File: src/rtl/regfile_wb_writer_if.sv
// rtl/regfile_wb_writer_if.sv - write-back request handshake bundle
// Purpose: carries one write-back request (destination register + data)
//          from the execute/memory stages into the register-file writer.
// Signals:
//   WB_VALID  request valid (master -> slave)
//   WB_READY  writer can accept this cycle (slave -> master)
//   WB_ADDR   destination register (master -> slave)
//   WB_DATA   write data (master -> slave)
interface regfile_wb_writer_if #(
   parameter int AW = 5,
   parameter int DW = 32
);
   logic          WB_VALID;
   logic          WB_READY;
   logic [AW-1:0] WB_ADDR;
   logic [DW-1:0] WB_DATA;

   modport master (output WB_VALID, WB_ADDR, WB_DATA, input WB_READY);
   modport slave  (input WB_VALID, WB_ADDR, WB_DATA, output WB_READY);
endinterface

File: src/rtl/regfile_wb_writer.sv
// rtl/regfile_wb_writer.sv - FIFO-buffered owner of the register file write port
// Purpose: queues write-back requests in a DEPTH-entry FIFO, retires at most
//          one per cycle onto a registered write port, and reports pending
//          writes to two decode read addresses for hazard stalls.
// Ports:
//   CLK, RESET          clock, synchronous active-low reset
//   wb (slave)          WB_VALID/WB_READY/WB_ADDR/WB_DATA request handshake
//   HOLD                suppresses retirement this cycle
//   D_EN, D_Addr, D     registered register-file write port
//   S_Addr, T_Addr      decode read addresses
//   S_BUSY, T_BUSY      pending-write flags for S_Addr / T_Addr
//   COUNT               FIFO occupancy
module regfile_wb_writer #(
   parameter int DEPTH = 4,
   parameter int AW    = 5,
   parameter int DW    = 32
) (
   input  logic                     CLK,
   input  logic                     RESET,
   regfile_wb_writer_if.slave       wb,
   input  logic                     HOLD,
   output logic                     D_EN,
   output logic [AW-1:0]            D_Addr,
   output logic [DW-1:0]            D,
   input  logic [AW-1:0]            S_Addr,
   input  logic [AW-1:0]            T_Addr,
   output logic                     S_BUSY,
   output logic                     T_BUSY,
   output logic [$clog2(DEPTH):0]   COUNT
);
   localparam int PW = $clog2(DEPTH);
   localparam int CW = PW + 1;
   localparam logic [CW-1:0] FULL = CW'(DEPTH);

   logic [PW-1:0] rd_ptr_q, rd_ptr_d;
   logic [PW-1:0] wr_ptr_q, wr_ptr_d;
   logic [CW-1:0] count_q, count_d;
   logic          d_en_q, d_en_d;
   logic [AW-1:0] d_addr_q, d_addr_d;
   logic [DW-1:0] d_data_q, d_data_d;
   logic [AW-1:0] mem_addr_q [DEPTH];
   logic [AW-1:0] mem_addr_d [DEPTH];
   logic [DW-1:0] mem_data_q [DEPTH];
   logic [DW-1:0] mem_data_d [DEPTH];

   logic ready;
   logic push;
   logic pop;
   logic s_hit;
   logic t_hit;

   // Readiness looks only at the registered occupancy, so a retirement in the
   // same cycle never makes room for a push.
   assign ready       = (count_q < FULL);
   assign wb.WB_READY = ready;

   // Writes to $r0 complete the handshake but are dropped here.
   assign push = wb.WB_VALID && ready && (wb.WB_ADDR != '0);
   assign pop  = !HOLD && (count_q != '0);

   always_comb begin
      rd_ptr_d   = rd_ptr_q;
      wr_ptr_d   = wr_ptr_q;
      count_d    = count_q;
      d_en_d     = pop;
      d_addr_d   = d_addr_q;
      d_data_d   = d_data_q;
      mem_addr_d = mem_addr_q;
      mem_data_d = mem_data_q;
      if (pop) begin
         d_addr_d = mem_addr_q[rd_ptr_q];
         d_data_d = mem_data_q[rd_ptr_q];
         rd_ptr_d = rd_ptr_q + PW'(1);
      end
      if (push) begin
         mem_addr_d[wr_ptr_q] = wb.WB_ADDR;
         mem_data_d[wr_ptr_q] = wb.WB_DATA;
         wr_ptr_d             = wr_ptr_q + PW'(1);
      end
      case ({push, pop})
         2'b10:   count_d = count_q + CW'(1);
         2'b01:   count_d = count_q - CW'(1);
         default: count_d = count_q;
      endcase
   end

   always_ff @(posedge CLK) begin
      if (!RESET) begin
         rd_ptr_q <= '0;
         wr_ptr_q <= '0;
         count_q  <= '0;
         d_en_q   <= 1'b0;
         d_addr_q <= '0;
         d_data_q <= '0;
      end else begin
         rd_ptr_q <= rd_ptr_d;
         wr_ptr_q <= wr_ptr_d;
         count_q  <= count_d;
         d_en_q   <= d_en_d;
         d_addr_q <= d_addr_d;
         d_data_q <= d_data_d;
      end
   end

   // Storage needs no reset: occupancy alone decides which slots are live.
   always_ff @(posedge CLK) begin
      mem_addr_q <= mem_addr_d;
      mem_data_q <= mem_data_d;
   end

   // A slot is live when its distance from the read pointer (mod DEPTH) is
   // below the occupancy; the write in flight on the port also counts.
   always_comb begin
      s_hit = 1'b0;
      t_hit = 1'b0;
      for (int i = 0; i < DEPTH; i++) begin
         logic [PW-1:0] offs;
         offs = PW'(i) - rd_ptr_q;
         if ({1'b0, offs} < count_q) begin
            if (mem_addr_q[i] == S_Addr) s_hit = 1'b1;
            if (mem_addr_q[i] == T_Addr) t_hit = 1'b1;
         end
      end
      if (d_en_q && (d_addr_q == S_Addr)) s_hit = 1'b1;
      if (d_en_q && (d_addr_q == T_Addr)) t_hit = 1'b1;
   end

   assign S_BUSY = (S_Addr != '0) && s_hit;
   assign T_BUSY = (T_Addr != '0) && t_hit;

   assign D_EN   = d_en_q;
   assign D_Addr = d_addr_q;
   assign D      = d_data_q;
   assign COUNT  = count_q;
endmodule

File: src/flat_wrapper.sv
// flat-port wrapper written by rule: the top's interface ports become plain ports
module regfile_wb_writer_flat 
#(
   parameter int DEPTH = 4,
   parameter int AW    = 5,
   parameter int DW    = 32
)
  (CLK, RESET, HOLD, D_EN, D_Addr, D, S_Addr, T_Addr, S_BUSY, T_BUSY, COUNT, wb_WB_VALID, wb_WB_ADDR, wb_WB_DATA, wb_WB_READY);
  regfile_wb_writer_if #(.AW(AW), .DW(DW)) wb_i ();
  input  logic CLK;
  input  logic RESET;
  input  logic HOLD;
  output logic D_EN;
  output logic [AW-1:0] D_Addr;
  output logic [DW-1:0] D;
  input  logic [AW-1:0] S_Addr;
  input  logic [AW-1:0] T_Addr;
  output logic S_BUSY;
  output logic T_BUSY;
  output logic [$clog2(DEPTH):0] COUNT;
  input wire logic [$bits(wb_i.WB_VALID)-1:0] wb_WB_VALID;
  input wire logic [$bits(wb_i.WB_ADDR)-1:0] wb_WB_ADDR;
  input wire logic [$bits(wb_i.WB_DATA)-1:0] wb_WB_DATA;
  output wire logic [$bits(wb_i.WB_READY)-1:0] wb_WB_READY;
  assign wb_i.WB_VALID = wb_WB_VALID;
  assign wb_i.WB_ADDR = wb_WB_ADDR;
  assign wb_i.WB_DATA = wb_WB_DATA;
  assign wb_WB_READY = wb_i.WB_READY;
  regfile_wb_writer #(.DEPTH(DEPTH), .AW(AW), .DW(DW)) u_core (.CLK(CLK), .RESET(RESET), .wb(wb_i), .HOLD(HOLD), .D_EN(D_EN), .D_Addr(D_Addr), .D(D), .S_Addr(S_Addr), .T_Addr(T_Addr), .S_BUSY(S_BUSY), .T_BUSY(T_BUSY), .COUNT(COUNT));
endmodule
File: config.mk
export PLATFORM = sky130hd
export DESIGN_NAME = regfile_wb_writer_flat
export DESIGN_NICKNAME = d
export VERILOG_FILES = /design/src/rtl/regfile_wb_writer_if.sv /design/src/rtl/regfile_wb_writer.sv /design/src/flat_wrapper.sv
export SDC_FILE = /design/constraint.sdc
export NUM_CORES = 1
export LEC_CHECK = 0
export ABC_CLOCK_PERIOD_IN_PS = 4500
export CAP_MARGIN = 20
export CORE_MARGIN = 3
export CORE_UTILIZATION = 55
export DETAILED_ROUTE_END_ITERATION = 12
export PLACE_DENSITY = 0.79
export SYNTH_ARGS = -nofsm -noshare
export SYNTH_HDL_FRONTEND = slang
export SYNTH_SLANG_ARGS = --single-unit
File: constraint.sdc
create_clock -name CLK -period 4.5 [get_ports CLK]
set_clock_uncertainty 0.15 [all_clocks]
set_input_delay 0.675 -clock CLK [delete_from_list [all_inputs] [get_ports CLK]]
set_output_delay 0.675 -clock CLK [all_outputs]
set_load 0.01 [all_outputs]
======== Yosys cells after proc, flatten, opt, wreduce, memory -nomap -nowiden ========
Cells that the tools add are included.
word-level totals
  register bits after elaboration ......... 193
  input port bits ......................... 51
  output and inout bits ................... 44
  word-level logic and storage cells ...... 89
cells by class
  add/sub/neg operators ................... 8
  equality and inequality tests ........... 12
  magnitude comparators ................... 8
  mux-type cells .......................... 31
  bitwise gates (word level) .............. 2
  reductions and logical operators ........ 14
operator list
  kind                   number
  $bwmux W128            1
  $mux W32               3
  $bmux W32 S2           1
  $demux W32 S2          1
  $eq A5 B5 Y1           10
  $bwmux W20             1
  $mux W1                18
  $mux W5                3
  $reduce_bool A5 Y1     3
  $lt A2 B3 Y1           4
  $bmux W5 S2            1
  $demux W5 S2           1
  $logic_and A1 B1 Y1    8
  $ge A3 B3 Y1 const B   2
  $not A2 Y3             2
  $pmux W3 S2            1
  $add A2 B1 Y2 const B  2
  $sub A1 B2 Y2 const A  2
  $sub A2 B2 Y2 const A  2
  $add A3 B1 Y3 const B  1
  $lt A3 B1 Y1 const B   1
  $lt A3 B3 Y1 const B   1
  $reduce_bool A3 Y1     1
  $sub A3 B1 Y3 const B  1
  4 further kinds        4

======== Logic depth before layout (Yosys ltp) ========
Gate-level depths: netlist of run 1.
  word-level depth ........................ 11
  depth in mapped cells ................... 11
  mapped depth without buffers ............ 9

======== Worst setup path after synthesis of run 1 ========
OpenSTA, ideal clock, no wires.
  kind .................................... in2reg
  start point ............................. in wb_WB_ADDR[1]
  end point ............................... reg u_core.count_q[2] (netlist: u_core.COUNT[2])
  buffers on the path ..................... 0
  library setup time ...................... 0.076 ns
  setup slack ............................. 1.651 ns
  data arrival time ....................... 2.623 ns
  stages .................................. 9
  data required time ...................... 4.274 ns
  path through ............................ or3_1 -> o311a_1 -> inv_1 -> ha_1 -> inv_1 -> fa_1 -> xor2_1 -> or3_1 -> a21boi_0
between the ends
  cells in the longest elaborated chain, start to end .. 4
  elaborated cells between the ends (all ways) .. 6
  those cells by class .................... eq/ne (2); mux (1); reduce/logical (3)
RTL lines
  what                                                      line                     RTL
  start, declared                                           flat_wrapper.sv:22       input wire logic [$bits(wb_i.WB_ADDR)-1:0] wb_WB_ADDR;
  $reduce_bool A5 Y1 *                                      regfile_wb_writer.sv:58  assign push = wb.WB_VALID && ready && (wb.WB_ADDR != '0);
  $logic_and A1 B1 Y1 *                                     regfile_wb_writer.sv:58
  $eq A2 B1 Y1 / $eq A2 B2 Y1 (equally long branches)       regfile_wb_writer.sv:80  case ({push, pop})
  $pmux W3 S2 / $reduce_bool A2 Y1 (equally long branches)  -
  end signal, assigned                                      regfile_wb_writer.sv:98  count_q <= count_d;
  end, declared                                             regfile_wb_writer.sv:37  logic [CW-1:0] count_q, count_d;
Every way passes the cells marked *; elsewhere a longest branch is shown, timed or not.
A chain may end at the register's enable or synchronous reset.

======== Worst setup path after layout of run 1 ========
  start point ............................. reg u_core.rd_ptr_q[0]
  end point ............................... out S_BUSY
between the ends
  cells in the longest elaborated chain, start to end .. 11
  elaborated cells between the ends (all ways) .. 17
  those cells by class .................... add/sub (4); order compare (4); mux (8); reduce/logical (1)
RTL lines
  what                    line                      RTL
  start, declared         regfile_wb_writer.sv:35   logic [PW-1:0] rd_ptr_q, rd_ptr_d;
  start signal, assigned  regfile_wb_writer.sv:96   rd_ptr_q <= rd_ptr_d;
  $sub A1 B2 Y2           regfile_wb_writer.sv:118  offs = PW'(i) - rd_ptr_q;
  $lt A2 B3 Y1            regfile_wb_writer.sv:119  if ({1'b0, offs} < count_q) begin
  $mux W1                 regfile_wb_writer.sv:119
  $mux W1                 regfile_wb_writer.sv:120  if (mem_addr_q[i] == S_Addr) s_hit = 1'b1;
  $mux W1                 regfile_wb_writer.sv:119
  $mux W1                 regfile_wb_writer.sv:120
  $mux W1                 regfile_wb_writer.sv:119
  $mux W1                 regfile_wb_writer.sv:120
  $mux W1 *               regfile_wb_writer.sv:119
  $mux W1 *               regfile_wb_writer.sv:124  if (d_en_q && (d_addr_q == S_Addr)) s_hit = 1'b1;
  $logic_and A1 B1 Y1 *   regfile_wb_writer.sv:128  assign S_BUSY = (S_Addr != '0) && s_hit;
  end, declared           flat_wrapper.sv:18        output logic S_BUSY;
Marks and branches as above.

==> impl_metrics.yaml, run 1 <==
layout:
  fin_util: 0.684
  fillers: 946
  drive_gt1_frac: 0.147
  final_cells: 792
  regArea_sq_um: 5350
  fin_nets: 660
  n_antenna_cell: 0
  syn_to_final_growth_pct: 19.9
  multiInputGateArea_sq_um: 2410
floorplan:
  fp.dieH_um: 127
  core_sq_um: 14000
  rows: 43
  die_w_um: 127
  ios: 95
  initial_utilization: 0.571
  die_area_sq_um: 16100
clock_network:
  max-clock-path-buffers: 2
  ctsResizeCount: 0
  postCtsSetupBuffers: 0
  h-tree-depth: 4
  clkTransAtPathRegs_ps: 60
  cts.sinks: 193
  clk_latency_ps: 430
  cts_buffers: 17
  holdBufCountCts: 0
  cts_tree: "done"
  root_buffer: "clkbuf_16"
setup_path:
  critPathRequiredTime_ps: 3670
  startpoint_type: "flip-flop"
  crit_chain: "xnor2_1 -> inv_1 -> ha_1 -> a21oi_1 -> o211ai_1 -> o211a_1 -> a21oi_1 -> clkdlybuf4s50_1"
  r2r_setup_slack_ps: 1830
  reg2reg_to: "u_core.COUNT[2]"
  reg2reg_from: "u_core.COUNT[2]"
  cp-end-kind: "output pin"
  max_stage_delay_ps: 560
  worstRegToRegCells: 9
  crit_fanout: 8
  cp_common_cell: "a21oi_1"
  crit_slowest_cell: "clkdlybuf4s50_1"
  crit_type: "reg -> out"
  cp.arrival_ps: 2770
timing:
  min_period_ps: 3600
  setup_viol: 0
  worst_pin_slew_ps: 782
  rsz0062_at_grt: "false"
  fin_hold_ws_ps: 303
  fin_crit_sh: 0.799
  tns_ps: 0
  final_max_slew_viol_count: 0
  max_freq_mhz: 278
  max_slew_margin: 0.479
  finalHoldViolCount: 0
pwr:
  power.leakage_uw: 0.00316
  fin_total_pwr_uw: 5280
  ir_worst_vdd_mv: 0.371
  powerDensity_nw_per_um2: 549
place:
  port_buffers: 94
  gp_congestion: 0.834
  place_inst: 760
  place_hpwl_um: 10400
run_status:
  outcome: "finished, final reports clean"
min_path:
  worstHoldStart: "u_core.D[22]"
  whs_path_depth: 2
  min-delay-path-class: "reg -> reg"
  hold_path_end: "u_core.D[22]"
synthesis:
  synth_commonest_cells: "148 x edfxtp_1, 77 x nand2_1, 45 x dfxtp_1"
  synth-seq-cells: 193
  synth.most_common_cell: "edfxtp_1"
  synth_area_sq_um: 8010
  synth_cells: 509
  synth-seq-area-share: 0.667
  ys.flop_type: "edfxtp_1"
  yosysTopAreaCell: "edfxtp_1"
  synth_edf_count: 148
  synth_fp_nets: 570
  ys_warn_count: 0
  synthTopCellsByArea: "edfxtp_1 55%, dfxtp_1 11%, mux4_2 10%"
  async_flop_share: 0
  syn_area_per_cell_sq_um: 15.7
  synth_top_area_frac: 0.555
  yosysUniqueCellTypes: 41
grt:
  grt_max_degree: 46
  grt_pass1_wl_um: 26000
  grt_pass1_vias: 4819
  track_usage: 0.216
  grt_overflow: 0
  antenna_found_initial: 0
route:
  wl_um: 16200
  viasPerCell: 5.62
  wire_per_inst_um: 20.4
  dr.pass1.iters: 4
  first_iter_violations: 300
  ant_nets: 0
  vias: 4453
  route.detailed.drc: 0
run:
  max-cap-violations: 0
## cell type report
type,count,area share
Multi-Input combinational cell,274,0.251
Timing Repair Buffer,103,0.104
Tap cell,180,0.0234
Clock inverter,14,0.0143
Inverter,10,0.00443
Sequential cell,193,0.557
Clock buffer,18,0.0457
## through the flow
step | worst slack, ps | area [sq um]
floorplan | 1650 | 8010
global placement | 994 | 9030
detailed placement | 918 | 9030
CTS | 878 | 9610
global route | 760 | 9610
finish | 904 | 9610
## worst max-delay path: cells and delay by family, from the launching register on
family / cells / cell delay, ps
AOI/OAI and AO/OA: 4 / 840
xor gates and xnor gates: 1 / 150
adders and majority gates: 1 / 280
buffers and inverters: 2 / 640
DFF: 1 / 430
## power breakdown
part	leakage [uW]	internal (uW)	switching, uW
Combinational	0.00116	705	744
Sequential	0.00173	2210	162
Clock	0.000281	829	632
Total	0.00316	3740	1540
## layout by cell type (no fill, tap or decap), types with 6 or more instances in the layout
master,n
clkdlybuf4s50_1,93
xor2_1,35
edfxtp_1,148
dfxtp_1,43
nand3_1,6
inv_1,9
xnor2_1,21
a21boi_1,13
clkbuf_16,17
buf_4,9
a21boi_0,25
and2_1,6
nand2_1,77
mux4_2,37
ha_1,9
## how the worst max path moves through the flow
stage / end / slack (ps) / startpoint
after detailed placement: S_BUSY / 920 / S_Addr[2]
after CTS: S_BUSY / 880 / u_core.rd_ptr_q[0]
after global placement: S_BUSY / 990 / S_Addr[0]
after global routing: S_BUSY / 760 / u_core.rd_ptr_q[0]
final: S_BUSY / 900 / u_core.rd_ptr_q[0]
after floorplan: u_core.COUNT[2] / 1650 / wb_WB_ADDR[1]
## registers in the layout (all words and copies together), names as in the netlist
register           count
u_core.COUNT           3
u_core.wr_ptr_q        2
u_core.D_Addr          5
u_core.mem_addr_q     20
u_core.D_EN            1
u_core.D              32
u_core.mem_data_q    128
u_core.rd_ptr_q        2
## routing by layer
metal,part of all wire,GRT usage,vias up
met4,0.020,0.0839,0
met5,0,0,-
met1,0.41,0.275,2258
met3,0.044,0.0451,25
li1,-,-,2058
met2,0.53,0.367,112
## cell families after synthesis
| group | count (synthesis) | share of synthesized area |
|---|---|---|
| buf+inv | 42 | 0.0328 |
| mux | 38 | 0.105 |
| compound gates | 56 | 0.0533 |
| simple gates | 114 | 0.0637 |
| flops | 193 | 0.667 |
| fa+ha+maj | 10 | 0.0166 |
| xor+xnor | 56 | 0.0612 |
Note: power is estimated with default switching activity, not from simulation.
==> inputs of run 2 (changes only) <==
ABC_CLOCK_PERIOD_IN_PS = 3200   (was 4500)
CORE_UTILIZATION = 50   (was 55)
PLACE_DENSITY = 0.75   (was 0.79)
clock period = 3.2 ns   (was 4.5 ns; I/O delays follow)
==> impl_metrics.yaml, run 2 (synthesized netlist as in run 1, its figures left out) <==
route:
  dr_wl_met3_um: 860
  viasPerCell: 5.36
  dr.pass1.iters: 6
  ant_nets: 0
  wl_met2_um: 8380
  wire_per_inst_um: 19.6
  vias: 4461
  route.detailed.drc: 0
  first_iter_violations: 243
  drt-met1-wl_um: 6900
  wl_um: 16300
  highest_layer: "met5"
place:
  port_buffers: 94
  post-place-ws_ps: -16.4
  place_hpwl_um: 10500
  gp_congestion: 0.852
  place_area_sq_um: 9140
timing:
  worst_pin_slew_ps: 792
  max_freq_mhz: 333
  min_period_ps: 3000
  rsz0062_at_grt: "false"
  fin_crit_sh: 0.939
  fin_hold_ws_ps: 307
  max_slew_margin: 0.472
  setup_slack_ps: 195
  final_max_slew_viol_count: 0
  setup_viol: 0
  finalHoldViolCount: 0
clock_network:
  cts.sinks: 193
  clkTransAtPathRegs_ps: 60
  cts_tree: "done"
  root_buffer: "clkbuf_16"
  max-clock-path-buffers: 2
  cts_buffers: 17
  holdBufCountCts: 0
  clk_latency_ps: 420
  h-tree-depth: 4
min_path:
  whs_path_depth: 2
  min-delay-path-class: "reg -> reg"
floorplan:
  initial_utilization: 0.519
  die_w_um: 133
  core_sq_um: 15400
  rows: 45
  ios: 95
  die_area_sq_um: 17600
  fp.dieH_um: 133
setup_path:
  worstRegToRegCells: 9
  crit_type: "reg -> out"
  crit_chain: "xnor2_1 -> ha_1 -> a21oi_2 -> nor2_1 -> o41a_1 -> a21oi_1 -> dlygate4sd2_1"
  cp.arrival_ps: 2370
  crit_slowest_cell: "o41a_1"
  r2r_setup_slack_ps: 750
  critPathRequiredTime_ps: 2570
  startpoint_type: "flip-flop"
  crit_fanout: 9
  cp-end-kind: "output pin"
  max_stage_delay_ps: 440
grt:
  grt_pass1_wl_um: 26100
  grt_max_degree: 46
  track_usage: 0.194
  grt_overflow: 0
  grt_pass1_vias: 4734
  antenna_found_initial: 1
layout:
  n_antenna_cell: 0
  fin_nets: 669
  mostFrequentLayoutCell: "edfxtp_1"
  largest_register_ffs: 128
  fin_util: 0.632
  syn_to_final_growth_pct: 21.6
  drive_gt1_frac: 0.163
  fillers: 1135
  stdcell_area_sq_um: 9740
  top_register: "u_core.mem_data_q"
  layout_common_cells: "148 x edfxtp_1, 91 x clkdlybuf4s50_1, 77 x nand2_1"
pwr:
  ir_worst_vdd_mv: 0.483
  powerDensity_nw_per_um2: 774
  power.leakage_uw: 0.00324
run:
  max-cap-violations: 0
run_status:
  outcome: "finished, final reports clean"
## run 2: area by class of cell
| type | count | area [sq um] | share of cell area |
|---|---|---|---|
| Clock buffer | 20 | 447 | 0.0458 |
| Clock inverter | 12 | 156 | 0.0161 |
| Inverter | 10 | 42.5 | 0.00437 |
| Multi-Input combinational cell | 274 | 2410 | 0.248 |
| Sequential cell | 193 | 5350 | 0.549 |
| Tap cell | 211 | 264 | 0.0271 |
| Timing Repair Buffer | 112 | 1070 | 0.110 |
## run 2: worst max-delay path: cells and delay by family (launching register included)
| family | cells | cell delay, ps |
|---|---|---|
| AOI/OAI and AO/OA | 3 | 710 |
| DFF | 1 | 430 |
| buffers and inverters | 1 | 290 |
| adders and majority gates | 1 | 280 |
| xor gates and xnor gates | 1 | 160 |
| and+or+nand+nor | 1 | 80 |
## run 2: routing by layer
metal  global-route usage  up-vias
li1                     -     2070
met1                0.251     2259
met2                0.326      110
met3               0.0559       20
met4               0.0514        2
met5                    0        -
## run 2: stage by stage
stage | TNS, ps | std cells | total power (uW)
2_1_floorplan | 0 | 509 | 4740
3_3_place_gp | 0 | 800 | 5400
3_5_place_dp | -16.4 | 800 | 5460
4_1_cts | 0 | 832 | 7640
5_1_grt | 0 | 832 | 7950
6_report | 0 | 832 | 7550
## run 2: power by group
part / leakage [uW] / switching, uW / internal, uW
sequential: 0.00173 / 217 / 3100
clock: 0.000300 / 898 / 1260
combinational: 0.00121 / 1050 / 1020
## run 2: repair_timing
action                                  CTS  global route
buffers inserted                          0             0
resized for setup                         5             0
endpoints found under the setup margin    2             0
## run 2: worst paths after layout
| check | start | to |
|---|---|---|
| worst min register to register | u_core.D[18] | u_core.D[18] |
| worst min-delay path | u_core.D[18] | u_core.D[18] |
| worst max register to register | u_core.COUNT[2] | u_core.COUNT[2] |
| worst max-delay path | u_core.rd_ptr_q[0] | S_BUSY |
==> inputs of run 3 (changes only) <==
CORE_ASPECT_RATIO = 1.5   (was not set)
CORE_MARGIN = 1.5   (was 3)
SKIP_LAST_GASP = 1   (was not set)
==> impl_metrics.yaml, run 3 (synthesized netlist as in run 1, its figures left out) <==
run_status:
  outcome: "finished, final reports clean"
layout:
  multiInputGateArea_sq_um: 2430
  largest_register_ffs: 128
  drive_gt1_frac: 0.171
  final_cells: 827
  top_register: "u_core.mem_data_q"
  syn_to_final_growth_pct: 21.7
  n_antenna_cell: 0
  layout_common_cells: "148 x edfxtp_1, 91 x clkdlybuf4s50_1, 77 x nand2_1"
  fin_nets: 672
  stdcell_area_sq_um: 9750
  fin_util: 0.624
  fillers: 1159
  mostFrequentLayoutCell: "edfxtp_1"
  regArea_sq_um: 5350
route:
  wl_um: 17500
  route.detailed.drc: 0
  viasPerCell: 5.51
  wire_per_inst_um: 21.2
  first_iter_violations: 309
  ant_nets: 0
  dr.pass1.iters: 5
  vias: 4559
setup_path:
  critical_path.top_delay_family: "compound AO/OA/AOI/OAI gates"
  path_buf_inv: 2
  cp-end-kind: "output pin"
  crit_slowest_cell: "dfxtp_4"
  startpoint_type: "flip-flop"
  crit_fanout: 6
  crit_chain: "xnor2_1 -> inv_1 -> ha_1 -> a21oi_2 -> o211ai_1 -> o211a_1 -> a21oi_1 -> dlygate4sd2_1"
  crit_type: "reg -> out"
  cp.arrival_ps: 2330
  critPathRequiredTime_ps: 2570
  reg2reg_to: "u_core.COUNT[2]"
  max_stage_delay_ps: 370
  worstRegToRegCells: 9
  reg2reg_from: "u_core.COUNT[2]"
  r2r_setup_slack_ps: 780
floorplan:
  core_sq_um: 15600
  fp.dieH_um: 158
  die_w_um: 106
  die_area_sq_um: 16800
  ios: 95
  initial_utilization: 0.513
  rows: 56
place:
  gp_congestion: 0.873
  port_buffers: 94
  place_inst: 794
  post-place-ws_ps: -312
  place_hpwl_um: 11300
  place_area_sq_um: 9140
pwr:
  ir_worst_vdd_mv: 0.661
  power_switching_uw: 2290
  clockPowerShare: 0.275
  power_frac_seq: 0.440
  pwr-share-comb: 0.285
  powerDensity_nw_per_um2: 775
  p_sw_frac: 0.302
  p_int_uw: 5270
  power.leakage_uw: 0.00325
  fin_total_pwr_uw: 7560
grt:
  met1_usage: 0.246
  met2_usage: 0.417
  grt_pass1_wl_um: 27100
  grt_pass1_vias: 4944
  track_usage: 0.221
  grtUsageMet3: 0.0408
  grt_max_degree: 46
  busiest_layer: "met2"
  antenna_found_initial: 0
  grt_overflow: 0
timing:
  finalHoldViolCount: 0
  rsz0062_at_grt: "false"
  setup_slack_ps: 241
  setup_viol: 0
  max_freq_mhz: 338
  fin_crit_sh: 0.925
  worst_pin_slew_ps: 816
  min_period_ps: 2960
  max_slew_margin: 0.456
  final_max_slew_viol_count: 0
clock_network:
  clk_latency_ps: 430
  cts_tree: "done"
  root_buffer: "clkbuf_16"
  max-clock-path-buffers: 2
  cts_buffers: 17
  clkTransAtPathRegs_ps: 80
  cts.sinks: 193
  holdBufCountCts: 0
  h-tree-depth: 4
run:
  max-cap-violations: 0
min_path:
  min-delay-path-class: "reg -> reg"
  whs_path_depth: 2
  hold_path_end: "u_core.D[22]"
  worstHoldStart: "u_core.D[22]"
[run 3: cell count changes in the layout (fill, tap and decap cells not counted), moves of 2 or more]
cell,before,now
inv_8,1,4
buf_4,17,21
clkinvlp_4,0,2
inv_6,2,4
bufinv_16,3,1
clkinv_2,4,1
[run 3: worst max path at each step]
stage	endpoint	slack, ps	startpoint	depth (start not counted)
2_1_floorplan	u_core.COUNT[2]	550	wb_WB_ADDR[1]	9
3_3_place_gp	T_BUSY	-260	T_Addr[4]	7
3_5_place_dp	T_BUSY	-310	T_Addr[3]	7
4_1_cts	T_BUSY	-20	T_Addr[2]	7
5_1_grt	S_BUSY	60	u_core.rd_ptr_q[0]	8
6_report	S_BUSY	240	u_core.rd_ptr_q[0]	8
[run 3: final cells by class]
class                   count  area share
multi-input cells         274       0.249
clock buffers              19      0.0454
flip-flops and latches    193       0.549
well taps                 203      0.0260
clock inverters            13      0.0142
inverters                  10     0.00436
repair buffers            115       0.112
[run 3: power groups by stage]
| stage | Combinational [uW] | Sequential [uW] | Clock, uW |
|---|---|---|---|
| 2_1_floorplan | 1370 | 3370 | 0 |
| 3_3_place_gp | 2070 | 3350 | 0 |
| 3_5_place_dp | 2130 | 3380 | 0 |
| 4_1_cts | 2160 | 3330 | 2110 |
| 5_1_grt | 2340 | 3360 | 2220 |
| 6_report | 2150 | 3330 | 2080 |
[run 3: worst reg2reg max path, stage by stage, from the launching register on]
cell	delay, ps
dfxtp_1	570
inv_1	170
o311a_1	160
inv_1	70
ha_1	160
inv_1	60
fa_1	380
xor2_1	160
or3_1	310
a21boi_0	160
[run 3: per-layer routing]
metal  vias up  part of all wire
met3        14             0.046
met2       142              0.58
met5         -                 0
met1      2331              0.36
met4         0             0.016
li1       2072                 -
[run 3: stage by stage]
step                      hold slack (ps)  setup TNS, ps
after global placement                293           -258
after floorplan                       329              0
final                                 305              0
after global routing                  339              0
after CTS                             312          -21.7
after detailed placement              301           -350
[run 3: repair_timing]
item | 4_1_cts | 5_1_grt
resized for setup | 6 | 1
pin swaps | 1 | 3
setup buffers | 0 | 1
endpoints found under the setup margin | 2 | 1
